$ cat src/rtl/muldiv_sequencer_pkg.sv
// Shared definitions for the RV32M multiply/divide sequencer.
//   - func3 encodings of the eight M-extension operations
//   - FSM state type
//   - legal range of the multiply occupancy parameter
//   - two's-complement helpers used by operand capture and result fixup
package muldiv_sequencer_pkg;

    localparam logic [2:0] F3_MUL    = 3'b000;
    localparam logic [2:0] F3_MULH   = 3'b001;
    localparam logic [2:0] F3_MULHSU = 3'b010;
    localparam logic [2:0] F3_MULHU  = 3'b011;
    localparam logic [2:0] F3_DIV    = 3'b100;
    localparam logic [2:0] F3_DIVU   = 3'b101;
    localparam logic [2:0] F3_REM    = 3'b110;
    localparam logic [2:0] F3_REMU   = 3'b111;

    localparam int unsigned MUL_CYCLES_MIN = 1;
    localparam int unsigned MUL_CYCLES_MAX = 8;

    typedef enum logic [2:0] {
        StIdle,
        StMul,
        StDiv,
        StFixup,
        StDone
    } state_t;

    function automatic logic [31:0] neg32(input logic [31:0] v);
        return ~v + 32'd1;
    endfunction

    // Magnitude of v when it is to be read as signed, raw value otherwise.
    function automatic logic [31:0] mag32(input logic [31:0] v, input logic is_signed);
        return (is_signed && v[31]) ? neg32(v) : v;
    endfunction

endpackage

$ cat src/rtl/muldiv_sequencer_div_step.sv
// One iteration of a restoring divider (purely combinational).
//   i_rem     : partial remainder, 33 bits so the trial subtract's borrow is visible
//   i_quo     : dividend bits still to be consumed (MSB first), quotient bits shift in at LSB
//   i_divisor : divisor magnitude
//   o_rem     : next partial remainder
//   o_quo     : next dividend/quotient register
module muldiv_sequencer_div_step (
    input  logic [32:0] i_rem,
    input  logic [31:0] i_quo,
    input  logic [31:0] i_divisor,
    output logic [32:0] o_rem,
    output logic [31:0] o_quo
);

    logic [32:0] w_shifted;
    logic [32:0] w_diff;
    logic        w_unused_rem_msb;

    // The remainder is always below the divisor between steps, so its top bit is zero here.
    assign w_unused_rem_msb = i_rem[32];

    always_comb begin
        w_shifted = {i_rem[31:0], i_quo[31]};
        w_diff    = w_shifted - {1'b0, i_divisor};
        // Bit 32 set means the subtract borrowed: restore and shift in a zero.
        if (w_diff[32]) begin
            o_rem = w_shifted;
            o_quo = {i_quo[30:0], 1'b0};
        end else begin
            o_rem = w_diff;
            o_quo = {i_quo[30:0], 1'b1};
        end
    end

endmodule

$ cat src/rtl/muldiv_sequencer.sv
// Multi-cycle RV32M execute-stage controller. Accepts one MUL/DIV request from EX, runs a
// registered multiplier or a 32-step restoring divider, stalls the pipeline meanwhile and
// presents a single registered result with a one-cycle done pulse.
//   i_clk    : clock, rising edge
//   i_reset  : synchronous, active-high reset
//   i_start  : EX holds a valid M-op (level, held while o_stall is high)
//   i_flush  : kill the in-flight op
//   i_func3  : operation select (MUL..REMU)
//   i_op_a   : rs1 value
//   i_op_b   : rs2 value
//   o_stall  : freeze PC/IF/ID/EX
//   o_done   : one-cycle pulse, o_result valid
//   o_result : registered result, held until the next accepted op completes
module muldiv_sequencer
    import muldiv_sequencer_pkg::*;
#(
    parameter int unsigned MUL_CYCLES = 2,
    parameter int unsigned WIDTH      = 32
) (
    input  logic             i_clk,
    input  logic             i_reset,
    input  logic             i_start,
    input  logic             i_flush,
    input  logic [2:0]       i_func3,
    input  logic [WIDTH-1:0] i_op_a,
    input  logic [WIDTH-1:0] i_op_b,
    output logic             o_stall,
    output logic             o_done,
    output logic [WIDTH-1:0] o_result
);

    if ((MUL_CYCLES < MUL_CYCLES_MIN) || (MUL_CYCLES > MUL_CYCLES_MAX)) begin : g_bad_mul_cycles
        $error("muldiv_sequencer: MUL_CYCLES must be in 1..8");
    end
    if (WIDTH != 32) begin : g_bad_width
        $error("muldiv_sequencer: only WIDTH=32 is supported");
    end

    localparam logic [4:0] MUL_CNT_INIT = 5'(MUL_CYCLES - 1);
    localparam logic [4:0] DIV_CNT_INIT = 5'd31;

    state_t      r_state;
    logic [4:0]  r_cnt;
    logic [1:0]  r_func3_lo;
    logic        r_a_neg;
    logic        r_b_neg;
    logic [63:0] r_product;
    logic [32:0] r_rem;
    logic [31:0] r_quo;
    logic [31:0] r_divisor;
    logic [31:0] r_result;
    logic        r_done;

    logic        w_a_signed;
    logic        w_b_signed;
    logic [63:0] w_a_ext;
    logic [63:0] w_b_ext;
    logic [63:0] w_product;
    logic        w_is_div;
    logic        w_is_rem;
    logic        w_special;
    logic [31:0] w_special_result;
    logic [31:0] w_mul_result;
    logic [31:0] w_div_result;
    logic [32:0] w_rem_next;
    logic [31:0] w_quo_next;
    logic        w_idle_req;

    // Operand signedness per operation; the divide ops reuse it for magnitude/fixup.
    always_comb begin
        w_a_signed = 1'b0;
        w_b_signed = 1'b0;
        case (i_func3)
            F3_MUL, F3_MULH, F3_DIV, F3_REM: begin
                w_a_signed = 1'b1;
                w_b_signed = 1'b1;
            end
            F3_MULHSU: begin
                w_a_signed = 1'b1;
            end
            F3_MULHU, F3_DIVU, F3_REMU: begin
                w_a_signed = 1'b0;
            end
            default: begin
                w_a_signed = 1'b0;
            end
        endcase
    end

    assign w_is_div = i_func3[2];
    assign w_is_rem = i_func3[1];

    // Sign-extending both operands to 64 bits makes one 64x64 mod-2^64 multiply cover all
    // four signedness combinations.
    assign w_a_ext   = {{32{i_op_a[31] & w_a_signed}}, i_op_a};
    assign w_b_ext   = {{32{i_op_b[31] & w_b_signed}}, i_op_b};
    assign w_product = w_a_ext * w_b_ext;

    // Divide-by-zero and signed overflow resolve without iterating.
    always_comb begin
        w_special        = 1'b0;
        w_special_result = 32'd0;
        if (w_is_div) begin
            if (i_op_b == 32'd0) begin
                w_special        = 1'b1;
                w_special_result = w_is_rem ? i_op_a : 32'hFFFF_FFFF;
            end else if (w_a_signed && (i_op_a == 32'h8000_0000) && (i_op_b == 32'hFFFF_FFFF)) begin
                w_special        = 1'b1;
                w_special_result = w_is_rem ? 32'd0 : 32'h8000_0000;
            end
        end
    end

    assign w_mul_result = (r_func3_lo == 2'b00) ? r_product[31:0] : r_product[63:32];

    always_comb begin
        if (r_func3_lo[1]) begin
            w_div_result = r_a_neg ? neg32(r_rem[31:0]) : r_rem[31:0];
        end else begin
            w_div_result = (r_a_neg ^ r_b_neg) ? neg32(r_quo) : r_quo;
        end
    end

    muldiv_sequencer_div_step u_div_step (
        .i_rem     (r_rem),
        .i_quo     (r_quo),
        .i_divisor (r_divisor),
        .o_rem     (w_rem_next),
        .o_quo     (w_quo_next)
    );

    always_ff @(posedge i_clk) begin
        if (i_reset) begin
            r_state    <= StIdle;
            r_cnt      <= 5'd0;
            r_func3_lo <= 2'b00;
            r_a_neg    <= 1'b0;
            r_b_neg    <= 1'b0;
            r_product  <= 64'd0;
            r_rem      <= 33'd0;
            r_quo      <= 32'd0;
            r_divisor  <= 32'd0;
            r_result   <= 32'd0;
            r_done     <= 1'b0;
        end else begin
            r_done <= 1'b0;
            if (i_flush) begin
                r_state <= StIdle;
            end else begin
                case (r_state)
                    StIdle: begin
                        if (i_start) begin
                            r_func3_lo <= i_func3[1:0];
                            r_a_neg    <= w_a_signed & i_op_a[31];
                            r_b_neg    <= w_b_signed & i_op_b[31];
                            r_product  <= w_product;
                            r_rem      <= 33'd0;
                            r_quo      <= mag32(i_op_a, w_a_signed);
                            r_divisor  <= mag32(i_op_b, w_b_signed);
                            if (w_special) begin
                                r_result <= w_special_result;
                                r_done   <= 1'b1;
                                r_state  <= StDone;
                            end else if (!w_is_div) begin
                                r_cnt   <= MUL_CNT_INIT;
                                r_state <= StMul;
                            end else begin
                                r_cnt   <= DIV_CNT_INIT;
                                r_state <= StDiv;
                            end
                        end
                    end
                    StMul: begin
                        if (r_cnt == 5'd0) begin
                            r_result <= w_mul_result;
                            r_done   <= 1'b1;
                            r_state  <= StDone;
                        end else begin
                            r_cnt <= r_cnt - 5'd1;
                        end
                    end
                    StDiv: begin
                        r_rem <= w_rem_next;
                        r_quo <= w_quo_next;
                        if (r_cnt == 5'd0) begin
                            r_state <= StFixup;
                        end else begin
                            r_cnt <= r_cnt - 5'd1;
                        end
                    end
                    StFixup: begin
                        r_result <= w_div_result;
                        r_done   <= 1'b1;
                        r_state  <= StDone;
                    end
                    StDone: begin
                        // A start still high here belongs to the op that just finished.
                        r_state <= StIdle;
                    end
                    default: begin
                        r_state <= StIdle;
                    end
                endcase
            end
        end
    end

    // Combinational so EX freezes in the very cycle it presents the request.
    assign w_idle_req = (r_state == StIdle) && i_start;
    assign o_stall    = !i_reset && !i_flush &&
                        (w_idle_req || (r_state == StMul) || (r_state == StDiv) ||
                         (r_state == StFixup));
    assign o_done     = r_done;
    assign o_result   = r_result;

endmodule
$ cat config.mk
export PLATFORM = sky130hd
export DESIGN_NAME = muldiv_sequencer
export DESIGN_NICKNAME = d
export VERILOG_FILES = /design/src/rtl/muldiv_sequencer_pkg.sv /design/src/rtl/muldiv_sequencer_div_step.sv /design/src/rtl/muldiv_sequencer.sv
export SDC_FILE = /design/constraint.sdc
export NUM_CORES = 2
export LEC_CHECK = 0
export ABC_AREA = 1
export BUFFER_PORTS_ARGS = -buffer_cell sky130_fd_sc_hd__buf_2
export CORE_MARGIN = 2
export CORE_UTILIZATION = 57
export CTS_CLUSTER_DIAMETER = 80
export DETAILED_ROUTE_END_ITERATION = 10
export GPL_TIMING_DRIVEN = 0
export PLACE_DENSITY_LB_ADDON = 0.08
export REMOVE_ABC_BUFFERS = 1
export SYNTH_ARGS = -nofsm -noshare
export SYNTH_HDL_FRONTEND = slang
export SYNTH_SLANG_ARGS = --single-unit
$ cat constraint.sdc
create_clock -name i_clk -period 10.25 [get_ports i_clk]
set_input_delay 2.05 -clock i_clk [delete_from_list [all_inputs] [get_ports i_clk]]
set_output_delay 2.05 -clock i_clk [all_outputs]
set_load 0.02 [all_outputs]
==> results list <==
- The flow ran to the end, and the final reports show no timing, DRC or antenna violations.
- Slew HR: 7.825%
- At the pin with the least slew margin, the transition time is 1.383 ns.
- Core footprint: 96,710 um2
- Across all register-to-register paths, the minimum setup slack is 6.14 ns.
- The count of final hold-check violations is 0.
- The congestion estimate from routability-driven global placement came to 0.9794.
- Each instance of the synthesized netlist takes up on average 7.218 um2.
- Async S/R FF share, synth: 0%
- After clock tree synthesis, the clock-pin slew on the worst setup and hold paths is 0.06 ns.
* Clock tree root driver cell: sky130_fd_sc_hd__clkbuf_16
- The critical path in this run is classified as primary input to flop.
* Total die area: 100,000 um2
- Fraction of layout instances using a drive strength above 1: 3.399%
- First-pass GRT wire length: 280,200 um
- Synthesis produced 7,701 cells.
- The max-slew violation count was 0.
* Post-DP HPWL: 137,700 um
- Die height: 316.3 um
- Clock buffer depth: 3
* Worst setup path endpoint: r_product[33]$_SDFFE_PP0P_
- From synthesis to final layout, the design area changed by 3.280%.
- Maximum number of pins on one net before global-route repair: 86
- Counting every sink on the clock net gives 205.
- Iteration count of the initial detailed-routing pass: 6
* Sequential area share after synthesis: 7.384%
- Final-report setup violation count: 0
* Nets: 8,933
- The clock period could shrink to 10.12 ns.
- Once layout is done, the placed cells without fillers occupy 57,410 um2.
- Worst setup path startpoint: i_op_a[18]
* Count of pins on the block boundary: 105
- Port Buf Inserts: 104
- TritonCTS built the clock tree.
* Data required time of the worst path: 10.68 ns
* CP max stage cell: sky130_fd_sc_hd__buf_2
* Worst setup EP type: flop
* Reg2reg path depth: 11
- Final antenna-violating net count: 0
* Top cell type's share of synthesized area: 40.56%
- Main flop type after synthesis: sky130_fd_sc_hd__dfxtp_1
- Across the routed clock network, the largest skew measured is 0.02485 ns.
- For this configuration, the core starts out at a cell density of 57.47%.
- Yosys mapped a number of flops with a built-in enable equal to 0.
- Using the TritonRoute via totals, the vias-per-cell ratio works out to 5.528.
- Dividing the detail-routed wire length by the instance count gives 20.31 um.
- Ranked by total cell area, the synthesized netlist is headed by sky130_fd_sc_hd__fa_1 (41%), sky130_fd_sc_hd__inv_1 (13%), sky130_fd_sc_hd__nand2_1 (13%), sky130_fd_sc_hd__dfxtp_1 (7.4%), sky130_fd_sc_hd__ha_1 (5.7%).
* Type of the tightest min-delay check: flop to flop
- Overall fraction of global-route tracks in use: 36.64%
* Maximum fanout along the worst path: 38
* Worst flop-to-flop path endpoint: o_result[31]$_SDFFE_PP0P_
- In this run the number of H-tree levels came out at 1.
- From left edge to right edge, the die measures 316.3 um.
- After synthesis the netlist holds a flip-flop and latch count of 205.
- Number of global-route vias before repair: 49,570
- For this run, design rule violations remaining after detail routing come to 0.
- Achievable frequency: 98.82 MHz
- In this run the cell area of the synthesized design comes to 55,580 um2.
- Including well taps, the total number of placed cells is 8,716.
* Final period utilization: 98.72%
- Number of buffers inserted during clock tree synthesis: 26
- OpenSTA, run right after detailed placement, puts the worst setup slack at -1.505 ns.
- Number of standard cells in the layout, taps in and fillers out: 8,781
- The initial antenna violation count was 4.
- For the worst setup path, the data arrival time is 10.55 ns.
- The routed layout has 48,540 vias.
- After clock tree synthesis, the flow added hold-fix buffers numbering 0.
- Summed over all layers, the routed wires come to 178,300 um.
- RSZ-0062 raised after global routing: no
* Number of different library cells in the post-synthesis netlist: 54
- Summed over all layers, the global routing overflow is 0.
- The most numerous cell type found on the critical path is sky130_fd_sc_hd__fa_1.
* Count of routing violations after the opening detailed-route iteration: 4,356
- The worst setup path is launched from a primary input.
- The largest single stage delay on the critical path is 0.95 ns.
- After floorplanning, the core was divided into 114 placement rows.
- Synth Warn #: 0
* Post-route worst setup slack: 0.1307 ns
* Post-placement cell area: 56,360 um2
- Cell-by-cell listing of the critical path: buf_2, nand2_1, fa_1, inv_1, fa_1, inv_1, fa_1, inv_1, fa_1, inv_1, fa_1, fa_1, fa_1, inv_1, fa_1, ha_1, a21oi_1, o21ai_0, a21oi_1, nand3_1, a21oi_1, nor2_1, nor2_1, nor2_1
- For the worst-skew pair, the clock arrives at the later sink with an insertion delay of 0.56 ns.
- FF-to-FF Start: r_a_neg$_SDFFE_PP0P_
- Cell type contributing the most total cell area after synthesis: sky130_fd_sc_hd__fa_1
- Maxcap violations: 0
[kinds of logic (layout without fill, tap and decap cells)]
family	after synthesis	count (layout)	synth area share [%]
AND/OR/NAND/NOR	2958	2958	21.66
buffers and inverters	2348	2150	16.29
AO/OA/AOI/OAI	719	719	6.981
flip-flops	205	205	7.384
adder cells (fa/ha/maj)	1377	1377	46.21
XOR/XNOR	94	94	1.481
other	0	2	0
[state kept, by name, summed over array words and instances, names as in the netlist]
signal and count:
r_cnt 5, r_quo 32, r_a_neg 1, r_divisor 32
r_rem 32, r_b_neg 1, r_state 3, r_product 64
o_result 32, o_done 1, r_func3_lo 2
[area by class of cell]
| class | count | area, um2 |
|---|---|---|
| clock inverter | 9 | 86.33 |
| tap | 1276 | 1597 |
| antenna | 2 | 5.005 |
| inverter | 1972 | 7421 |
| multi-input combinational | 5148 | 42460 |
| timing repair buffer | 132 | 964.7 |
| fill | 9363 | 39300 |
| sequential | 205 | 4104 |
| clock buffer | 37 | 763.2 |
[layer usage]
layer,track usage (%),vias to the layer above,part of all wire [%]
li1,-,22000,-
met1,50.91,24030,42
met2,59.12,2128,46
met3,6.043,384,9.0
met4,11.33,2,3.6
met5,0,-,0.0062
[stage by stage]
stage / utilization, % / hold WS (ns) / TNS (ns)
2_1_floorplan: - / 0.4266 / 0
3_3_place_gp: 57.96 / 0.4443 / -76.25
3_5_place_dp: 58.28 / 0.4636 / -28.31
4_1_cts: 59.22 / 0.4728 / 0
5_1_grt: 59.35 / 0.4946 / 0
6_report: 59.36 / 0.4747 / 0
[worst max-delay path, delay by kind of cell]
family	cells	cell delay (ns)
buffers and inverters	6	1.24
and+or+nand+nor	5	1.15
adders and majority gates	9	4.38
AOI/OAI and AO/OA	4	1.70
[what timing repair did]
| action | CTS | global route |
|---|---|---|
| endpoints found under the hold margin | 0 | 0 |
| pin swaps | 2 | 3 |
| setup buffers | 3 | 14 |
| endpoints found under the setup margin | 21 | 16 |
| gates resized for setup | 10 | 5 |
[cell usage after synthesis (all sizes together) (6+ instances only)]
cell    instances
nand3b         11
nor2          546
xnor2          29
o211ai         25
dfxtp         205
ha            251
xor2           65
nand4          67
nand3         305
nor3           46
fa           1126
buf           201
a21oi         330
or2            10
o221ai          8
a21o            6
nor4            6
inv          1967
nand2        1960
o21ai         300
clkbuf        175
o21bai         26
[cell usage in the layout (no fill, tap or decap), types with 29 or more instances in the layout]
cell,instances
sky130_fd_sc_hd__a21oi_1,324
sky130_fd_sc_hd__buf_2,95
sky130_fd_sc_hd__dfxtp_1,205
sky130_fd_sc_hd__fa_1,1123
sky130_fd_sc_hd__ha_1,251
sky130_fd_sc_hd__inv_1,1959
sky130_fd_sc_hd__nand2_1,1950
sky130_fd_sc_hd__nand3_1,302
sky130_fd_sc_hd__nand4_1,65
sky130_fd_sc_hd__nor2_1,517
sky130_fd_sc_hd__nor3_1,44
sky130_fd_sc_hd__o21ai_0,253
sky130_fd_sc_hd__o21ai_1,43
sky130_fd_sc_hd__xnor2_1,29
sky130_fd_sc_hd__xor2_1,65
[how the worst min path moves through the flow]
stage / from / endpoint / depth (start not counted)
5_1_grt: r_product[5]$_SDFFE_PP0P_ / r_product[5]$_SDFFE_PP0P_ / 2
4_1_cts: r_product[3]$_SDFFE_PP0P_ / r_product[3]$_SDFFE_PP0P_ / 2
6_report: r_divisor[0]$_SDFFE_PP0P_ / r_divisor[0]$_SDFFE_PP0P_ / 2
2_1_floorplan: r_product[4]$_SDFFE_PP0P_ / r_product[4]$_SDFFE_PP0P_ / 2
3_3_place_gp: r_product[5]$_SDFFE_PP0P_ / r_product[5]$_SDFFE_PP0P_ / 2
3_5_place_dp: r_product[4]$_SDFFE_PP0P_ / r_product[4]$_SDFFE_PP0P_ / 2
Power is left out: the tool's default activity adds up to more than one toggle a clock period on the data nets, which glitch-free logic cannot reach.
